[config.mk]
export PLATFORM = sky130hd
export DESIGN_NAME = gc_slot_sched
export DESIGN_NICKNAME = d
export VERILOG_FILES = /design/src/rtl/gc_sched_pkg.sv /design/src/rtl/gc_rr_arb.sv /design/src/rtl/gc_slot_sched.sv
export SDC_FILE = /design/constraint.sdc
export NUM_CORES = 1
export LEC_CHECK = 0
export ABC_CLOCK_PERIOD_IN_PS = 5000
export CORE_MARGIN = 4
export CORE_UTILIZATION = 35
export DETAILED_ROUTE_END_ITERATION = 10
export MAX_ROUTING_LAYER = met4
export SETUP_SLACK_MARGIN = 0.02
export SLEW_MARGIN = 30
export SYNTH_ARGS = -nofsm -noshare
export SYNTH_HDL_FRONTEND = slang
export SYNTH_SLANG_ARGS = --single-unit
export TNS_END_PERCENT = 20
[constraint.sdc]
create_clock -name clk -period 5 [get_ports clk]
set_clock_uncertainty 0.1 [all_clocks]
set_input_delay 0.5 -clock clk [delete_from_list [all_inputs] [get_ports clk]]
set_output_delay 0.5 -clock clk [all_outputs]
set_load 0.1 [all_outputs]
[src/rtl/gc_sched_pkg.sv]
// Shared types and helpers for the TDM slot scheduler.
package gc_sched_pkg;

  localparam int DEF_WIDTH = 8;
  localparam int DEF_N_REQ = 4;
  localparam int DEF_PER_W = 8;

  typedef enum logic [1:0] {
    IDLE  = 2'd0,
    RUN   = 2'd1,
    DRAIN = 2'd2
  } sched_state_e;

  // Reflected binary Gray code; callers size the result to their counter.
  function automatic logic [31:0] bin2gray(input logic [31:0] b);
    return b ^ (b >> 1);
  endfunction

endpackage

[src/rtl/gc_rr_arb.sv]
// Round-robin arbiter: searches upward from the pointer and moves the
// pointer past the winner whenever the caller commits a grant.
module gc_rr_arb #(
  parameter int N_REQ = 4
) (
  input  logic             clk,
  input  logic             rstn,
  input  logic             clear,
  input  logic             advance,
  input  logic [N_REQ-1:0] req,
  output logic [N_REQ-1:0] grant_next
);

  localparam int PTR_W = (N_REQ > 1) ? $clog2(N_REQ) : 1;

  logic [PTR_W-1:0] pointer_q;
  logic [PTR_W-1:0] pointer_d;

  // First requester at or above the pointer, wrapping modulo N_REQ.
  always_comb begin
    logic             found;
    logic [PTR_W-1:0] idx;
    found      = 1'b0;
    idx        = '0;
    grant_next = '0;
    pointer_d  = pointer_q;
    for (int k = 0; k < N_REQ; k++) begin
      idx = PTR_W'((int'(pointer_q) + k) % N_REQ);
      if (!found && req[idx]) begin
        found           = 1'b1;
        grant_next[idx] = 1'b1;
        pointer_d       = (idx == PTR_W'(N_REQ - 1)) ? '0 : idx + 1'b1;
      end
    end
  end

  // Pointer only moves when a grant is actually registered; no request
  // leaves it where it was.
  always_ff @(posedge clk or negedge rstn) begin
    if (!rstn) begin
      pointer_q <= '0;
    end else if (clear) begin
      pointer_q <= '0;
    end else if (advance) begin
      pointer_q <= pointer_d;
    end
  end

endmodule

[src/rtl/gc_slot_sched.sv]
// TDM slot scheduler: clock divider, frame slot counter (binary + Gray)
// and a round-robin owner per slot.
module gc_slot_sched
  import gc_sched_pkg::*;
#(
  parameter int WIDTH = DEF_WIDTH,
  parameter int N_REQ = DEF_N_REQ,
  parameter int PER_W = DEF_PER_W
) (
  input  logic             clk,
  input  logic             rstn,
  input  logic             start,
  input  logic             stop,
  input  logic             clear,
  input  logic [PER_W-1:0] cfg_period,
  input  logic [WIDTH-1:0] cfg_last_slot,
  input  logic [N_REQ-1:0] req,
  output logic [N_REQ-1:0] grant,
  output logic [WIDTH-1:0] slot_bin,
  output logic [WIDTH-1:0] slot_gc,
  output logic             slot_stb,
  output logic             frame_stb,
  output logic             busy
);

  sched_state_e     state_q, state_d;
  logic [PER_W-1:0] div_q, div_d;
  logic [PER_W-1:0] per_q, per_d;
  logic [WIDTH-1:0] last_q, last_d;
  logic [WIDTH-1:0] slot_q, slot_d;
  logic [WIDTH-1:0] gc_q;
  logic [N_REQ-1:0] grant_q, grant_d;
  logic             stb_q, stb_d;
  logic             frame_q, frame_d;
  logic             advance;
  logic             terminal;
  logic             at_last;
  logic             draining;
  logic [N_REQ-1:0] arb_grant;

  gc_rr_arb #(
    .N_REQ (N_REQ)
  ) u_arb (
    .clk        (clk),
    .rstn       (rstn),
    .clear      (clear),
    .advance    (advance),
    .req        (req),
    .grant_next (arb_grant)
  );

  assign terminal = (div_q == per_q);
  assign at_last  = (slot_q == last_q);
  // A stop seen on the final cycle of slot L still closes this frame.
  assign draining = (state_q == DRAIN) || stop;

  // Next-state logic for FSM, divider, slot counter, strobes and grant.
  always_comb begin
    state_d = state_q;
    div_d   = div_q;
    per_d   = per_q;
    last_d  = last_q;
    slot_d  = slot_q;
    grant_d = grant_q;
    stb_d   = 1'b0;
    frame_d = 1'b0;
    advance = 1'b0;

    case (state_q)
      IDLE: begin
        grant_d = '0;
        if (start && !stop) begin
          state_d = RUN;
          per_d   = cfg_period;
          last_d  = cfg_last_slot;
          div_d   = '0;
          slot_d  = '0;
          stb_d   = 1'b1;
          frame_d = 1'b1;
          grant_d = arb_grant;
          advance = 1'b1;
        end
      end
      RUN, DRAIN: begin
        if (state_q == RUN && stop) begin
          state_d = DRAIN;
        end
        if (terminal) begin
          div_d = '0;
          if (at_last && draining) begin
            state_d = IDLE;
            slot_d  = '0;
            grant_d = '0;
          end else begin
            slot_d  = at_last ? '0 : slot_q + 1'b1;
            stb_d   = 1'b1;
            frame_d = at_last;
            grant_d = arb_grant;
            advance = 1'b1;
          end
        end else begin
          div_d = div_q + 1'b1;
        end
      end
      default: begin
        state_d = IDLE;
        div_d   = '0;
        slot_d  = '0;
        grant_d = '0;
      end
    endcase

    if (clear) begin
      state_d = IDLE;
      div_d   = '0;
      slot_d  = '0;
      grant_d = '0;
      stb_d   = 1'b0;
      frame_d = 1'b0;
      advance = 1'b0;
    end
  end

  // State and datapath registers; Gray index is registered alongside binary.
  always_ff @(posedge clk or negedge rstn) begin
    if (!rstn) begin
      state_q <= IDLE;
      div_q   <= '0;
      per_q   <= '0;
      last_q  <= '0;
      slot_q  <= '0;
      gc_q    <= '0;
      grant_q <= '0;
      stb_q   <= 1'b0;
      frame_q <= 1'b0;
    end else begin
      state_q <= state_d;
      div_q   <= div_d;
      per_q   <= per_d;
      last_q  <= last_d;
      slot_q  <= slot_d;
      gc_q    <= WIDTH'(bin2gray(32'(slot_d)));
      grant_q <= grant_d;
      stb_q   <= stb_d;
      frame_q <= frame_d;
    end
  end

  assign grant     = grant_q;
  assign slot_bin  = slot_q;
  assign slot_gc   = gc_q;
  assign slot_stb  = stb_q;
  assign frame_stb = frame_q;
  assign busy      = (state_q != IDLE);

endmodule

==> reports/results.ini <==
[placement]
post_dp_cell_area_sq_mm=0.003478
place.detailed.hpwl_microns=4744
dp_slack_ns=1.988
port_buffers=47
dp.cells=433
gp_congestion=0.8057

[clock_network]
ctsLongestPathBuffers=2
cts_tree=built
h-tree-depth=2
cts.clk_slew.worst_paths_ns=0.09
cts_setup_buffers=0
holdBufCountCts=0
ctsResizeCount=0
numCtsBuffers=5
cts_sinks=49
cts_root_buffer=clkbuf_8
clk_latency_ns=0.30

[floorplanning]
core_sq_mm=0.008217
ioPinCount=48
die_x_microns=99.78
die-area_sq_mm=0.009955
start_util=0.3588
rows=33
die_h_microns=99.78

[route]
wire_per_inst_microns=14.61
vias=2342
wirelength_microns=6429
vias_per_cell=5.323
drt_iter0_drc=66
antenna_left=0
drtPass1Iterations=4
route.detailed.drc=0

[synth]
netlist_instances=292
synth_cell_types=52
avgSynthCellArea_sq_um=10.10
synth_nets=329
ys_ff_latch=49
ys_warn_count=0
ys_seq_area_frac=0.4160
synth_area_sq_mm=0.002948

[finish]
final_nets=372
area_growth_pct=20.93
antenna_cells=0
num-fill-cells=808
final_layout_size_suffix_gt1_frac=0.1194
stdcell_area_sq_mm=0.003565
final_cells=440
post-route-util=0.4338

[global_routing]
grt_usage=0.1416
grt_max_degree=50
antenna_found_initial=0
grt_pass1_vias=2295
grt_pass1_wl_microns=11080
grt_overflow=0

[worst_setup_path]
r2r_slack_ns=2.01
rr_endpoint=u_arb.pointer_q[0]
timing_worst_setup_path_type=reg2reg
critPathMaxFanout=11
worst_ep_required_time_ns=5.13
rr_worst_depth=9
rr_startpoint=u_arb.pointer_q[0]
critPathCaptureType=flop
startpoint_type=flop
arrival_ns=3.13

[pwr]
peakVddDrop_uv=135.8
leakage_nw=1.439
cellPowerDensity_mw_per_mm2=259.7
power_mw=0.9256

[sta]
relSlewSlack=0.3453
max_slew.worst_pin.slew_ns=0.9790
setup_viol=0
fin_crit_sh=0.5988
drv_slew=0
whs_ns=0.1900
min_period_ns=2.994
rsz0062_at_grt=false
max_freq_ghz=0.3340
setup_ws_ns=2.006
final.setup.tns_ns=0
hold_viol=0

[outcome]
status=finished, final reports clean

[job]
maxCapViolations=0

[worst_hold_path]
hold_path_class=in2async

## how the worst max path moves through the flow
stage	cells after the start	from	endpoint
final	9	u_arb.pointer_q[0]	u_arb.pointer_q[0]
after global routing	9	u_arb.pointer_q[0]	u_arb.pointer_q[0]
after CTS	9	u_arb.pointer_q[0]	u_arb.pointer_q[0]
after detailed placement	6	stop	u_arb.pointer_q[0]
after global placement	6	start	u_arb.pointer_q[0]
after floorplan	7	slot_bin[4]	u_arb.pointer_q[0]
## worst max-delay path, cell delays in order, from the launching register on
cell     delay [ns]
dfrtp_1        0.58
inv_1          0.17
ha_1           0.44
mux4_4         0.53
nor2_1         0.30
nor2_1         0.11
nor2_1         0.09
o21ai_0        0.07
or4_1          0.41
a21oi_1        0.14
## synthesized netlist by cell type (all sizes together)
| cell type | count | area (sq um) |
|---|---|---|
| and3 | 5 | 33.78 |
| ha | 12 | 150.1 |
| nand4 | 4 | 31.28 |
| a32o | 1 | 10.01 |
| buf | 3 | 23.77 |
| or2b | 1 | 8.760 |
| inv | 8 | 30.03 |
| nand3b | 3 | 22.52 |
| o211ai | 1 | 7.510 |
| nor3 | 9 | 45.04 |
| a31oi | 4 | 25.02 |
| a22oi | 1 | 7.510 |
| xnor2 | 12 | 105.1 |
| o21ai | 20 | 100.1 |
| mux2i | 2 | 20.02 |
| o21bai | 2 | 15.01 |
| or4 | 1 | 7.510 |
| a211oi | 4 | 30.03 |
| nand2 | 28 | 105.1 |
| a21o | 1 | 7.510 |
| nor2b | 8 | 50.05 |
| a221o | 4 | 41.29 |
| dfrtp | 49 | 1226 |
| o2bb2a | 2 | 20.02 |
| o22ai | 4 | 25.02 |
| mux2 | 18 | 202.7 |
| a211o | 1 | 8.760 |
| and2 | 3 | 20.02 |
| o31ai | 1 | 7.510 |
| nand3 | 7 | 35.03 |
| nor4 | 3 | 48.80 |
| nor2 | 24 | 92.59 |
| nor4b | 1 | 8.760 |
| o21a | 1 | 7.510 |
| xor2 | 11 | 96.34 |
| a21oi | 12 | 60.06 |
| or2 | 2 | 12.51 |
| a221oi | 4 | 35.03 |
| mux4 | 4 | 100.1 |
| clkbuf | 10 | 57.56 |
| or3 | 1 | 6.260 |
## layout make-up
type,count,area (sq um),area share
clock buffers,7,86.33,0.02422
inverters,8,30.03,0.008424
multi-input cells,222,1610,0.4517
flip-flops and latches,49,1226,0.3440
well taps,105,131.4,0.03686
repair buffers,49,480.5,0.1348
## cell usage in the layout (no fill, tap or decap), types with 3 or more instances in the layout
| cell type | count |
|---|---|
| dfrtp_1 | 49 |
| clkdlybuf4s50_1 | 46 |
| nand2_1 | 28 |
| nor2_1 | 23 |
| o21ai_0 | 20 |
| mux2_2 | 18 |
| xnor2_1 | 12 |
| a21oi_1 | 12 |
| ha_1 | 12 |
| xor2_1 | 11 |
| nor3_1 | 9 |
| inv_1 | 8 |
| nor2b_1 | 8 |
| nand3_1 | 7 |
| clkbuf_8 | 6 |
| o22ai_1 | 4 |
| a211oi_1 | 4 |
| a31oi_1 | 4 |
| a221oi_1 | 4 |
| nand4_1 | 3 |
| and3_1 | 3 |
| a221o_1 | 3 |
| nand3b_1 | 3 |
## report_power, final
group / switching (mW) / leakage [nW] / internal [mW]
clock network: 0.126 / 0.0443 / 0.110
logic: 0.132 / 0.749 / 0.105
registers: 0.0247 / 0.646 / 0.427
total: 0.284 / 1.44 / 0.642
## per-layer routing
metal / vias up / GRT usage / share of wire
li1: 1136 / - / -
met1: 1145 / 0.1821 / 0.46
met2: 54 / 0.2252 / 0.49
met3: 7 / 0.02919 / 0.040
met4: 0 / 0.04307 / 0.0072
met5: - / - / 0
## registers in the layout (all words and copies together), names as in the netlist
| name | flops |
|---|---|
| div_q | 8 |
| last_q | 8 |
| per_q | 8 |
| slot_gc | 8 |
| slot_bin | 7 |
| grant | 4 |
| state_q | 2 |
| u_arb.pointer_q | 2 |
| frame_stb | 1 |
| slot_stb | 1 |
## cell families (layout without fill, tap and decap cells)
family,count (synthesis),in the layout,share of synthesized area
AO/OA/AOI/OAI,63,63,0.1384
XOR/XNOR,23,23,0.06834
adder cells (fa/ha/maj),12,12,0.05093
buffers and inverters,21,64,0.03778
flip-flops,49,49,0.4160
multiplexers,24,24,0.1095
AND/OR/NAND/NOR,100,100,0.1791
(Power assumes the default switching activity.)
